**src/rtl/miriscv_lsu.sv**
```systemverilog
// Load/store unit: one request/grant/rvalid data-memory transaction per decoded load or store.
// It stalls the core until DONE and returns sign- or zero-extended load data.
module miriscv_lsu #(
  parameter int unsigned TIMEOUT_CYCLES = 255
) (
  input  logic        clk_i,
  input  logic        rst_i,
  input  logic        lsu_req_i,
  input  logic        lsu_we_i,
  input  logic [2:0]  lsu_size_i,
  input  logic [31:0] lsu_addr_i,
  input  logic [31:0] lsu_data_i,
  output logic [31:0] lsu_data_o,
  output logic        lsu_stall_req_o,
  output logic        lsu_err_o,
  output logic        data_req_o,
  output logic        data_we_o,
  output logic [3:0]  data_be_o,
  output logic [31:0] data_addr_o,
  output logic [31:0] data_wdata_o,
  input  logic        data_gnt_i,
  input  logic        data_rvalid_i,
  input  logic [31:0] data_rdata_i
);

  localparam logic [2:0] LDST_B  = 3'd0;
  localparam logic [2:0] LDST_H  = 3'd1;
  localparam logic [2:0] LDST_W  = 3'd2;
  localparam logic [2:0] LDST_BU = 3'd4;
  localparam logic [2:0] LDST_HU = 3'd5;
  localparam logic [31:0] TO_LAST = TIMEOUT_CYCLES - 32'd1;

  typedef enum logic [1:0] {IDLE, REQ, RESP, DONE} state_t;

  state_t      state, state_next;
  logic        we_q;
  logic [2:0]  size_q;
  logic [1:0]  off_q;
  logic [31:0] addr_q;
  logic [31:0] wdata_q;
  logic [3:0]  be_q;
  logic        err_q;
  logic [31:0] cnt;
  logic        req_ok;
  logic        timeout;

  function automatic logic size_legal(input logic [2:0] size);
    return (size == LDST_B) || (size == LDST_H) || (size == LDST_W) ||
           (size == LDST_BU) || (size == LDST_HU);
  endfunction

  function automatic logic misaligned(input logic [2:0] size, input logic [1:0] off);
    logic half;
    half = (size == LDST_H) || (size == LDST_HU);
    return (half && off[0]) || ((size == LDST_W) && (off != 2'b00));
  endfunction

  function automatic logic [3:0] calc_be(input logic [2:0] size, input logic [1:0] off);
    case (size)
      LDST_B, LDST_BU: return 4'b0001 << off;
      LDST_H, LDST_HU: return 4'b0011 << off;
      LDST_W:          return 4'b1111;
      default:         return 4'b0000;
    endcase
  endfunction

  function automatic logic [31:0] calc_wdata(input logic [2:0] size, input logic [31:0] d);
    case (size)
      LDST_B, LDST_BU: return {4{d[7:0]}};
      LDST_H, LDST_HU: return {2{d[15:0]}};
      default:         return d;
    endcase
  endfunction

  function automatic logic [31:0] extend_load(input logic [2:0] size, input logic [1:0] off,
                                              input logic [31:0] rdata);
    logic [31:0] sel;
    sel = rdata >> {off, 3'b000};
    case (size)
      LDST_B:  return {{24{sel[7]}}, sel[7:0]};
      LDST_BU: return {24'd0, sel[7:0]};
      LDST_H:  return {{16{sel[15]}}, sel[15:0]};
      LDST_HU: return {16'd0, sel[15:0]};
      default: return rdata;
    endcase
  endfunction

  assign req_ok  = size_legal(lsu_size_i) && !misaligned(lsu_size_i, lsu_addr_i[1:0]);
  assign timeout = (TIMEOUT_CYCLES != 0) && (cnt == TO_LAST);

  // Handshake completion takes priority over a timeout in the same cycle.
  always_comb begin
    state_next = state;
    case (state)
      IDLE: if (lsu_req_i) state_next = req_ok ? REQ : DONE;
      REQ:  if (data_gnt_i) state_next = RESP;
            else if (timeout) state_next = DONE;
      RESP: if (data_rvalid_i || timeout) state_next = DONE;
      DONE: state_next = IDLE;
      default: state_next = IDLE;
    endcase
  end

  always_ff @(posedge clk_i) begin
    if (rst_i) begin
      state      <= IDLE;
      we_q       <= 1'b0;
      size_q     <= 3'd0;
      off_q      <= 2'd0;
      addr_q     <= 32'd0;
      wdata_q    <= 32'd0;
      be_q       <= 4'd0;
      err_q      <= 1'b0;
      cnt        <= 32'd0;
      lsu_data_o <= 32'd0;
    end else begin
      state <= state_next;
      if (state_next != state) cnt <= 32'd0;
      else if ((state == REQ) || (state == RESP)) cnt <= cnt + 32'd1;

      case (state)
        IDLE: if (lsu_req_i) begin
          we_q    <= lsu_we_i;
          size_q  <= lsu_size_i;
          off_q   <= lsu_addr_i[1:0];
          addr_q  <= {lsu_addr_i[31:2], 2'b00};
          wdata_q <= calc_wdata(lsu_size_i, lsu_data_i);
          be_q    <= calc_be(lsu_size_i, lsu_addr_i[1:0]);
          err_q   <= !req_ok;
        end
        REQ: if (!data_gnt_i && timeout) err_q <= 1'b1;
        RESP: begin
          if (data_rvalid_i) begin
            if (!we_q) lsu_data_o <= extend_load(size_q, off_q, data_rdata_i);
          end else if (timeout) begin
            err_q <= 1'b1;
          end
        end
        DONE: err_q <= 1'b0;
        default: err_q <= 1'b0;
      endcase
    end
  end

  assign data_req_o      = (state == REQ);
  assign data_we_o       = we_q;
  assign data_be_o       = be_q;
  assign data_addr_o     = addr_q;
  assign data_wdata_o    = wdata_q;
  assign lsu_err_o       = (state == DONE) && err_q;
  assign lsu_stall_req_o = lsu_req_i && (state != DONE);

endmodule

```
**config.mk**
```make
export PLATFORM = sky130hd
export DESIGN_NAME = miriscv_lsu
export DESIGN_NICKNAME = d
export VERILOG_FILES = /design/src/rtl/miriscv_lsu.sv
export SDC_FILE = /design/constraint.sdc
export NUM_CORES = 1
export LEC_CHECK = 0
export CAP_MARGIN = 20
export CORE_AREA = 2 2 123 125
export CTS_CLUSTER_DIAMETER = 40
export CTS_CLUSTER_SIZE = 28
export DETAILED_ROUTE_END_ITERATION = 7
export DIE_AREA = 0 0 125 127
export PLACE_DENSITY = 0.79
export SYNTH_ARGS = -nofsm -noshare
export SYNTH_HDL_FRONTEND = slang
export SYNTH_SLANG_ARGS = --single-unit
```
**constraint.sdc**
```tcl
create_clock -name clk_i -period 2.6 [get_ports clk_i]
set_input_delay 0.26 -clock clk_i [delete_from_list [all_inputs] [get_ports clk_i]]
set_output_delay 0.26 -clock clk_i [all_outputs]
set_load 0.005 [all_outputs]
```
==> impl_metrics.json <==
{
  "first_iter_violations": 465,
  "power.total_mw": 8.11,
  "clkTransAtPathRegs_ps": 60,
  "cts_buffers": 17,
  "worstSetupPathType": "flop to flop",
  "async_reset_ff_share_pct": 0,
  "path_max_fanout": 16,
  "tns_ps": 0,
  "ys_seq_area_share_pct": 41.7,
  "vias": 6449,
  "clock-root-buffer": "clkbuf_16",
  "wl_per_cell_um": 16.2,
  "dpl.cell_count": 1164,
  "antenna_found_initial": 0,
  "core_area_mm2": 0.0144,
  "drt_wl_total_um": 19400,
  "drive_above_1_share_pct": 10.3,
  "pin_count": 209,
  "stdcell_count": 1197,
  "crit_chain": "inv_1 > buf_4 > ha_1 > nor2b_1 > nor4_1 > a21o_1 > o32a_4 > buf_4 > nor3_2",
  "gp_congestion": 0.898,
  "cts_tree": "done",
  "tightest_slew_ps": 1180,
  "cpMaxStageDelayCell": "dfxtp_1",
  "fin_hold_ws_ps": 282,
  "clock-sinks": 139,
  "ys_ff_latch": 139,
  "relSlewSlack_pct": 20.9,
  "max_stage_delay_ps": 420,
  "fin_nets": 1112,
  "insertion_delay_ps": 430,
  "maxCapViolCount": 0,
  "grt_pass1_wl_um": 31100,
  "power_density_mw_per_mm2": 851,
  "finalCritPeriodShare_pct": 92.9,
  "grt_usage_pct": 24.1,
  "ff2ff_path_depth": 9,
  "syn_inst": 811,
  "p_leak_nw": 3.31,
  "clk_path_buf_depth": 2,
  "die_h_um": 127,
  "finalSetupViolCount": 0,
  "worstSetupStartpointType": "flop",
  "final_hold_viol_count": 0,
  "layout_commonest_cell": "clkdlybuf4s50_1",
  "rows": 44,
  "yosys_most_used_dff": "dfxtp_1",
  "max_freq_ghz": 0.414,
  "die_width_um": 125,
  "endpoint_kind": "flop",
  "viasPerCell": 5.39,
  "htreeDepth": 4,
  "grt-ovfl-total": 0,
  "layout.cells.most_common_list": "clkdlybuf4s50_1 (205), nand2_1 (168), dfxtp_1 (139)",
  "grt_pass1_vias": 5913,
  "avgSynthCellArea_um2": 8.24,
  "antennaDiodeCount": 0,
  "post_cts_buffers": 0,
  "syn_to_final_growth_pct": 42.7,
  "syn_area_mm2": 0.00668,
  "initial_core_util_pct": 46.3,
  "report.final.slew_viol_count": 0,
  "synth_cell_types": 51,
  "ys_warn_count": 0,
  "crit_required_ps": 2910,
  "outcome": "completed",
  "synth-edff-count": 0,
  "drtAntennaViolNets": 0,
  "timing.critical_path.mode_cell": "buf_4",
  "fin_ws_ps": 186,
  "post-place-ws_ps": 104,
  "hold_class": "input pin to flop",
  "drt_drc_violations_left": 0,
  "numPortBuffers": 206,
  "crit_arrival_ps": 2730,
  "first_pass_iters": 5,
  "postCtsHoldBufs": 0,
  "fin_crit_ps": 2410,
  "die_area_mm2": 0.0159,
  "cts.repair.resized": 0,
  "hpwl_um": 13800,
  "finClkSkew_ps": 13.2,
  "peakVddDrop_v": 0.000569,
  "grt_max_degree": 108,
  "holdPathStages": 4,
  "rsz0062_at_grt": "no"
}
-- cells by family (layout without fill, tap and decap cells) --
kind of cell | Yosys count | in the layout | share of synthesized area (%)
simple gates | 346 | 346 | 25.4
compound gates | 179 | 179 | 17.2
flops | 139 | 139 | 41.7
buf+inv | 75 | 276 | 4.95
mux | 37 | 37 | 5.92
xor+xnor | 27 | 27 | 3.54
fa+ha+maj | 7 | 7 | 1.31
other cells | 1 | 2 | 0.0561
-- metal layers --
layer  global-route usage [%]  routed length [µm]  vias up
met1                     32.3                8310     3003
met5                        0                   0        -
met3                     8.00                1540       22
met4                     7.78                 377        0
met2                     36.9                9170      217
li1                         -                   -     3207
-- flip-flops by register name, summed over array words and instances (netlist names) --
signal / count
cnt: 32
data_wdata_o: 32
lsu_data_o: 32
data_addr_o: 30
data_be_o: 4
size_q: 3
off_q: 2
state: 2
data_we_o: 1
err_q: 1
-- critical path: cells and delay by family (launching register included) --
| family | cells | cell delay (ps) |
|---|---|---|
| flops | 1 | 420 |
| compound gates | 2 | 480 |
| buf+inv | 3 | 500 |
| simple gates | 3 | 610 |
| fa+ha+maj | 1 | 280 |
-- cell usage after synthesis (2+ instances only) --
cell type	count	area (µm²)
buf_2	9	45.0
mux4_2	2	45.0
nor3_2	28	280
nor2b_1	2	12.5
nand2_1	169	634
and3_1	2	12.5
and4_1	3	26.3
dfxtp_1	139	2780
o21ai_0	29	145
a211oi_2	3	37.5
a21o_1	2	15.0
xnor2_1	23	201
o221ai_1	7	61.3
mux2i_1	35	350
o22ai_1	2	12.5
nor3_1	13	65.1
a311oi_1	9	78.8
inv_1	12	45.0
ha_1	7	87.6
buf_6	4	45.0
clkbuf_1	39	146
or4_1	3	22.5
nor4_2	3	37.5
o31ai_1	3	22.5
nand4_1	7	43.8
buf_1	9	33.8
nor2_1	73	274
a211oi_1	32	240
a21oi_1	77	385
xor2_1	4	35.0
nand3_1	14	70.1
nor4_1	11	68.8
nand2b_1	5	31.3
or3_1	2	12.5
and2_1	6	37.5
a22oi_1	7	52.6
buf_4	2	15.0
-- power breakdown --
group,internal (mW),switching (mW),leakage [nW]
logic,1.40,1.58,1.89
registers,2.51,0.230,1.14
clock network,1.36,1.04,0.284
total,5.27,2.85,3.31
-- worst paths after layout --
check | endpoint | slack [ps] | start
hold reg to reg | lsu_data_o[1] | 450 | lsu_data_o[1]
setup reg to reg | cnt[21] | 190 | state[1]
setup / recovery | cnt[21] | 190 | state[1]
hold / removal | cnt[2] | 280 | rst_i
-- layout make-up --
cell class              instances  area, µm²
well taps                     184        230
multi-input cells             598       3590
fillers                      1178       4900
repair buffers                232       2300
clock buffers                  17        425
inverters                      12       45.0
flip-flops and latches        139       2780
clock inverters                15        159
-- through the flow --
step,util (%),instance area (µm²)
6_report,66.1,9530
5_1_grt,66.1,9530
4_1_cts,65.9,9500
3_5_place_dp,61.8,8920
3_3_place_gp,61.8,8920
2_1_floorplan,-,6680
Power figures use the tool's default switching activity.
